**src/rtl/mult_pkg.sv**
```systemverilog
// Shared definitions for the add-shift multiplier sequencer and its datapath.
package mult_pkg;

    localparam int unsigned OP_W  = 3;
    localparam int unsigned CNT_W = 3;
    localparam int unsigned N_REQ = 2;

    // Datapath command encodings
    localparam logic [OP_W-1:0] OP_LOAD  = 3'b000;
    localparam logic [OP_W-1:0] OP_SHIFT = 3'b001;
    localparam logic [OP_W-1:0] OP_ADD   = 3'b010;
    localparam logic [OP_W-1:0] OP_SUB   = 3'b011;
    localparam logic [OP_W-1:0] OP_HOLD  = 3'b111;

    // Index of the multiplier MSB; that bit is subtracted rather than added
    localparam logic [CNT_W-1:0] CNT_LAST = 3'd7;

    typedef enum logic [2:0] {
        ST_IDLE  = 3'd0,
        ST_LOAD  = 3'd1,
        ST_EVAL  = 3'd2,
        ST_ADD   = 3'd3,
        ST_SUB   = 3'd4,
        ST_SHIFT = 3'd5,
        ST_DONE  = 3'd6
    } state_t;

endpackage

```
**src/rtl/rr_arb2.sv**
```systemverilog
// Two-way round-robin arbiter: on a tie the requester not granted last wins.
module rr_arb2
    import mult_pkg::*;
(
    input  logic [N_REQ-1:0] req,
    input  logic             last,
    output logic [N_REQ-1:0] win_c
);

    // One-hot winner selection
    always_comb begin
        win_c = '0;
        case (req)
            2'b01:   win_c = 2'b01;
            2'b10:   win_c = 2'b10;
            2'b11:   win_c = last ? 2'b01 : 2'b10;
            default: win_c = '0;
        endcase
    end

endmodule

```
**src/rtl/mult_sched.sv**
```systemverilog
// Sequencer for a shared add-shift multiplier serving two requesters.
// Walks B from LSB to MSB: EVAL samples M, ADD/SUB accumulate, SHIFT advances.
module mult_sched
    import mult_pkg::*;
(
    input  logic             Clk,
    input  logic             Reset_n,
    input  logic [N_REQ-1:0] req,
    input  logic             M,
    input  logic             rsp_ready,
    output logic [N_REQ-1:0] gnt,
    output logic             sel,
    output logic [OP_W-1:0]  op,
    output logic             rsp_valid,
    output logic             rsp_id
);

    state_t             state;
    logic [CNT_W-1:0]   cnt;
    logic               last;
    logic [N_REQ-1:0]   win_c;

    rr_arb2 u_arb (
        .req   (req),
        .last  (last),
        .win_c (win_c)
    );

    // State machine; op/gnt/rsp are registered alongside the state they belong to
    always_ff @(posedge Clk or negedge Reset_n) begin
        if (!Reset_n) begin
            state     <= ST_IDLE;
            cnt       <= '0;
            sel       <= 1'b0;
            last      <= 1'b1;
            gnt       <= '0;
            op        <= OP_HOLD;
            rsp_valid <= 1'b0;
            rsp_id    <= 1'b0;
        end else begin
            gnt <= '0;
            case (state)
                ST_IDLE: begin
                    if (req != '0) begin
                        state <= ST_LOAD;
                        op    <= OP_LOAD;
                        sel   <= win_c[1];
                        gnt   <= win_c;
                    end
                end
                ST_LOAD: begin
                    state <= ST_EVAL;
                    op    <= OP_HOLD;
                    cnt   <= '0;
                    last  <= sel;
                end
                ST_EVAL: begin
                    if (!M) begin
                        state <= ST_SHIFT;
                        op    <= OP_SHIFT;
                    end else if (cnt == CNT_LAST) begin
                        state <= ST_SUB;
                        op    <= OP_SUB;
                    end else begin
                        state <= ST_ADD;
                        op    <= OP_ADD;
                    end
                end
                ST_ADD, ST_SUB: begin
                    state <= ST_SHIFT;
                    op    <= OP_SHIFT;
                end
                ST_SHIFT: begin
                    op <= OP_HOLD;
                    if (cnt == CNT_LAST) begin
                        state     <= ST_DONE;
                        rsp_valid <= 1'b1;
                        rsp_id    <= sel;
                    end else begin
                        state <= ST_EVAL;
                        cnt   <= cnt + CNT_W'(1);
                    end
                end
                ST_DONE: begin
                    op <= OP_HOLD;
                    if (rsp_ready) begin
                        state     <= ST_IDLE;
                        rsp_valid <= 1'b0;
                    end
                end
                default: begin
                    state     <= ST_IDLE;
                    op        <= OP_HOLD;
                    rsp_valid <= 1'b0;
                end
            endcase
        end
    end

endmodule

```
**config.mk**
```make
export PLATFORM = sky130hd
export DESIGN_NAME = mult_sched
export DESIGN_NICKNAME = d
export VERILOG_FILES = /design/src/rtl/mult_pkg.sv /design/src/rtl/rr_arb2.sv /design/src/rtl/mult_sched.sv
export SDC_FILE = /design/constraint.sdc
export NUM_CORES = 1
export LEC_CHECK = 0
export ABC_AREA = 1
export BUFFER_PORTS_ARGS = -buffer_cell sky130_fd_sc_hd__buf_4
export CAP_MARGIN = 20
export CORE_AREA = 3 3 43 45
export CTS_CLUSTER_DIAMETER = 120
export DETAILED_ROUTE_END_ITERATION = 7
export DIE_AREA = 0 0 46 48
export GPL_ROUTABILITY_DRIVEN = 0
export HOLD_SLACK_MARGIN = 0.06
export PLACE_DENSITY = 0.69
export SLEW_MARGIN = 20
export SYNTH_ARGS = -nofsm -noshare
export SYNTH_HDL_FRONTEND = slang
export SYNTH_SLANG_ARGS = --single-unit
```
**constraint.sdc**
```tcl
create_clock -name Clk -period 3.01 [get_ports Clk]
set_input_delay 0.301 -clock Clk [delete_from_list [all_inputs] [get_ports Clk]]
set_output_delay 0.301 -clock Clk [all_outputs]
set_load 0.05 [all_outputs]
```
==> summary.md <==
| Metric | Value |
|---|---|
| Outcome | completed |
| Slowest stage delay, CP | 0.40 ns |
| Leak | about 0.47 nW |
| Die height | 48 um |
| Clock Sinks | 15 |
| Final period demand of the worst path | roughly 1.3 ns |
| Num rows | 14 |
| Syn_nets | 94 |
| VDD IR max | between 0.5 and 0.6 mV |
| CP Cell Sequence | ha_1 > ha_1 > inv_1 > nand3_1 > a21oi_2 > nand3_1 |
| Worst-path clk slew | approximately 0.09 ns |
| Via density | 5.042 |
| Drt pass-1 iters | 4 |
| Seq cells post-synth | 15 |
| Worst-path cell with the longest stage delay | dfrtp_1 |
| Die X | ~46 um |
| Slew Viols, Final | 0 |
| Final wirelength | between 1000 and 1500 um |
| Synth Cell Area | between 700 and 800 sq um |
| Final setup TNS | 0 ns |
| Root buf cell | clkbuf_4 |
| MaxCap Viol Count | 0 |
| Cells after Synth | 85 |
| Switching power total | 425.4 uW |
| CP required | 3.17 ns |
| Initial core utilization | between 40 and 50% |
| RSZ-0062 raised after global routing | false |
| Final core occ | approximately 60% |
| Met2 GRT Util | just under 20% |
| Clock network power share | about an eighth |
| Power Density | roughly 1000 nW/um^2 |
| Initial DRC Count | 11 |
| Vias in the first global route | 512 |
| Worst skew pair latency | around 0.27 ns |
| DR DRC count | 0 |
| Largest net degree at the start of global routing | 16 |
| Synth unique cells | 19 |
| Vias | 600 |
| Worst Setup Start Kind | flip-flop |
| Io pins | 14 |
| Tot Pwr | ~900 uW |
| Routed Antenna Nets | 0 |
| Slack of the critical path | 1.674 ns |
| Commonest non-fill, non-tap cell in the layout | nand2_1 |
| Part of the power in registers | between 30% and 40% |
| Crit Path Max Fanout | 3 |
| GRT Total Usage | 13.62% |
| IO buf count | 13 |
| Global-route wire length before repair | 2159 um |
| YS warnings | 0 |
| Most frequent cells in the layout | nand2_1, buf_4, dfrtp_1 |
| Antenna violations before repair | 0 |
| Dpl ws | 1.675 ns |
| Comb pwr share | a little under 50% |
| Avg WL per Cell | ~11 um |
| TritonCTS clock tree | built |
| Met3 Use GR | under 10% |
| TritonCTS Buffers | 3 |
| Sequential area share after synthesis | slightly above 50% |
| Relative slew slack | between 80 and 90% |
| Period utilisation layout | 44.40% |
| H-tree level count | 1 |
| DP HPWL | approximately 1100 um |
| # fillers | approximately 140 |
| Gr ovfl total | 0 |
| Share of layout cells above drive strength 1 | approximately 28% |
| Die Area | 2208 sq um |
| Mean post-synth cell area | about 8.6 sq um |
| Inserted Diodes | 0 |
| Internal | around 480 uW |
| Final hold vios | 0 |
| WS Path Type | reg -> reg |
| Layout area overhead | 21.16% |
| Critical path endpoint category | flip-flop |
| Post_cts resized | 0 |
| Clock skew | roughly 0.0014 ns |
| WP data arrival | ~1.5 ns |
| Final nets | 113 |
| Core area | about 1500 sq um |
| Slew @ Worst Pin | 0.2525 ns |
| Min-Delay Path Class | in -> reg |
| Switching part of the total | a little under half |
| GR peak layer | met1 |
| Fmax | 0.7482 GHz |
| Met1 GRT Util | 20.05% |
| Finish-stage setup viols | 0 |
| Clock buffer depth | 2 |
==> Yosys cell counts, drive strengths merged <==
cell type / instances / area share [%]
a21oi: 3 / 2.6
a21boi: 1 / 1.0
ha: 3 / 5.1
o21ai: 6 / 4.6
nor3: 2 / 1.4
nand2: 23 / 13
nor2: 12 / 8.5
dfrtp: 11 / 38
inv: 11 / 5.6
dfstp: 4 / 14
nand3: 9 / 6.1
==> cells by family (layout without fill, tap and decap cells) <==
group	after synthesis	count (layout)	share of synthesized area [%]
buf+inv	11	29	5.631
simple gates	46	46	29.18
flops	15	15	51.88
fa+ha+maj	3	3	5.120
compound gates	10	10	8.191
==> registers in the layout (all words and copies together) (netlist names) <==
name	count
gnt	2
rsp_valid	1
op	3
sel	1
state	3
cnt	3
rsp_id	1
last	1
==> layer usage <==
| metal | routed length [um] | share of wire (%) | up-vias |
|---|---|---|---|
| li1 | - | - | 310 |
| met1 | 643 | 48 | 280 |
| met2 | 629 | 47 | 8 |
| met3 | 57 | 4.3 | 2 |
| met4 | 9 | 0.67 | 0 |
| met5 | 0 | 0 | - |
==> worst paths after layout <==
check,startpoint,end,slack (ns),depth (start not counted)
max in group asynchronous,Reset_n,op[1],2.36,2
min in group asynchronous,Reset_n,cnt[1],0.41,2
max,cnt[0],state[2],1.67,6
max reg2reg,cnt[0],state[2],1.67,6
min reg2reg,op[2],op[2],0.47,2
min,M,state[1],0.29,3
==> worst max-delay path, delay by kind of cell, from the launching register on <==
| kind | cells | cell delay (ns) |
|---|---|---|
| buffers and inverters | 1 | 0.08 |
| and+or+nand+nor | 2 | 0.16 |
| AOI/OAI and AO/OA | 1 | 0.14 |
| adders and majority gates | 2 | 0.44 |
| DFF | 1 | 0.40 |
==> through the flow <==
step | hold slack (ns) | cells | cell area (sq um)
final | 0.2855 | 119 | 888.4
after global routing | 0.2877 | 119 | 888.4
after CTS | 0.2777 | 119 | 888.4
after detailed placement | 0.1648 | 114 | 850.8
after global placement | 0.1642 | 114 | 850.8
after floorplan | 0.005409 | 85 | 733.2
==> area by class of cell <==
cell class | count | area [sq um] | area share, %
Sequential cell | 15 | 380.4 | 42.82
Multi-Input combinational cell | 59 | 311.5 | 35.07
Timing Repair Buffer | 14 | 107.6 | 12.11
Inverter | 11 | 41.29 | 4.648
Clock buffer | 3 | 22.52 | 2.535
Tap cell | 16 | 20.02 | 2.254
Clock inverter | 1 | 5.005 | 0.5634
==> power groups by stage <==
stage	Clock, mW	Combinational (mW)	Sequential [mW]
final	0.111	0.440	0.353
after global routing	0.125	0.484	0.363
after CTS	0.117	0.446	0.352
after detailed placement	0	0.444	0.356
after global placement	0	0.434	0.355
after floorplan	0	0.212	0.471
==> repair_timing <==
action / in CTS / in global routing
hold endpoints to repair: 11 / 0
hold buffers: 1 / 0
setup buffers: 0 / 0
(Power assumes the default switching activity.)
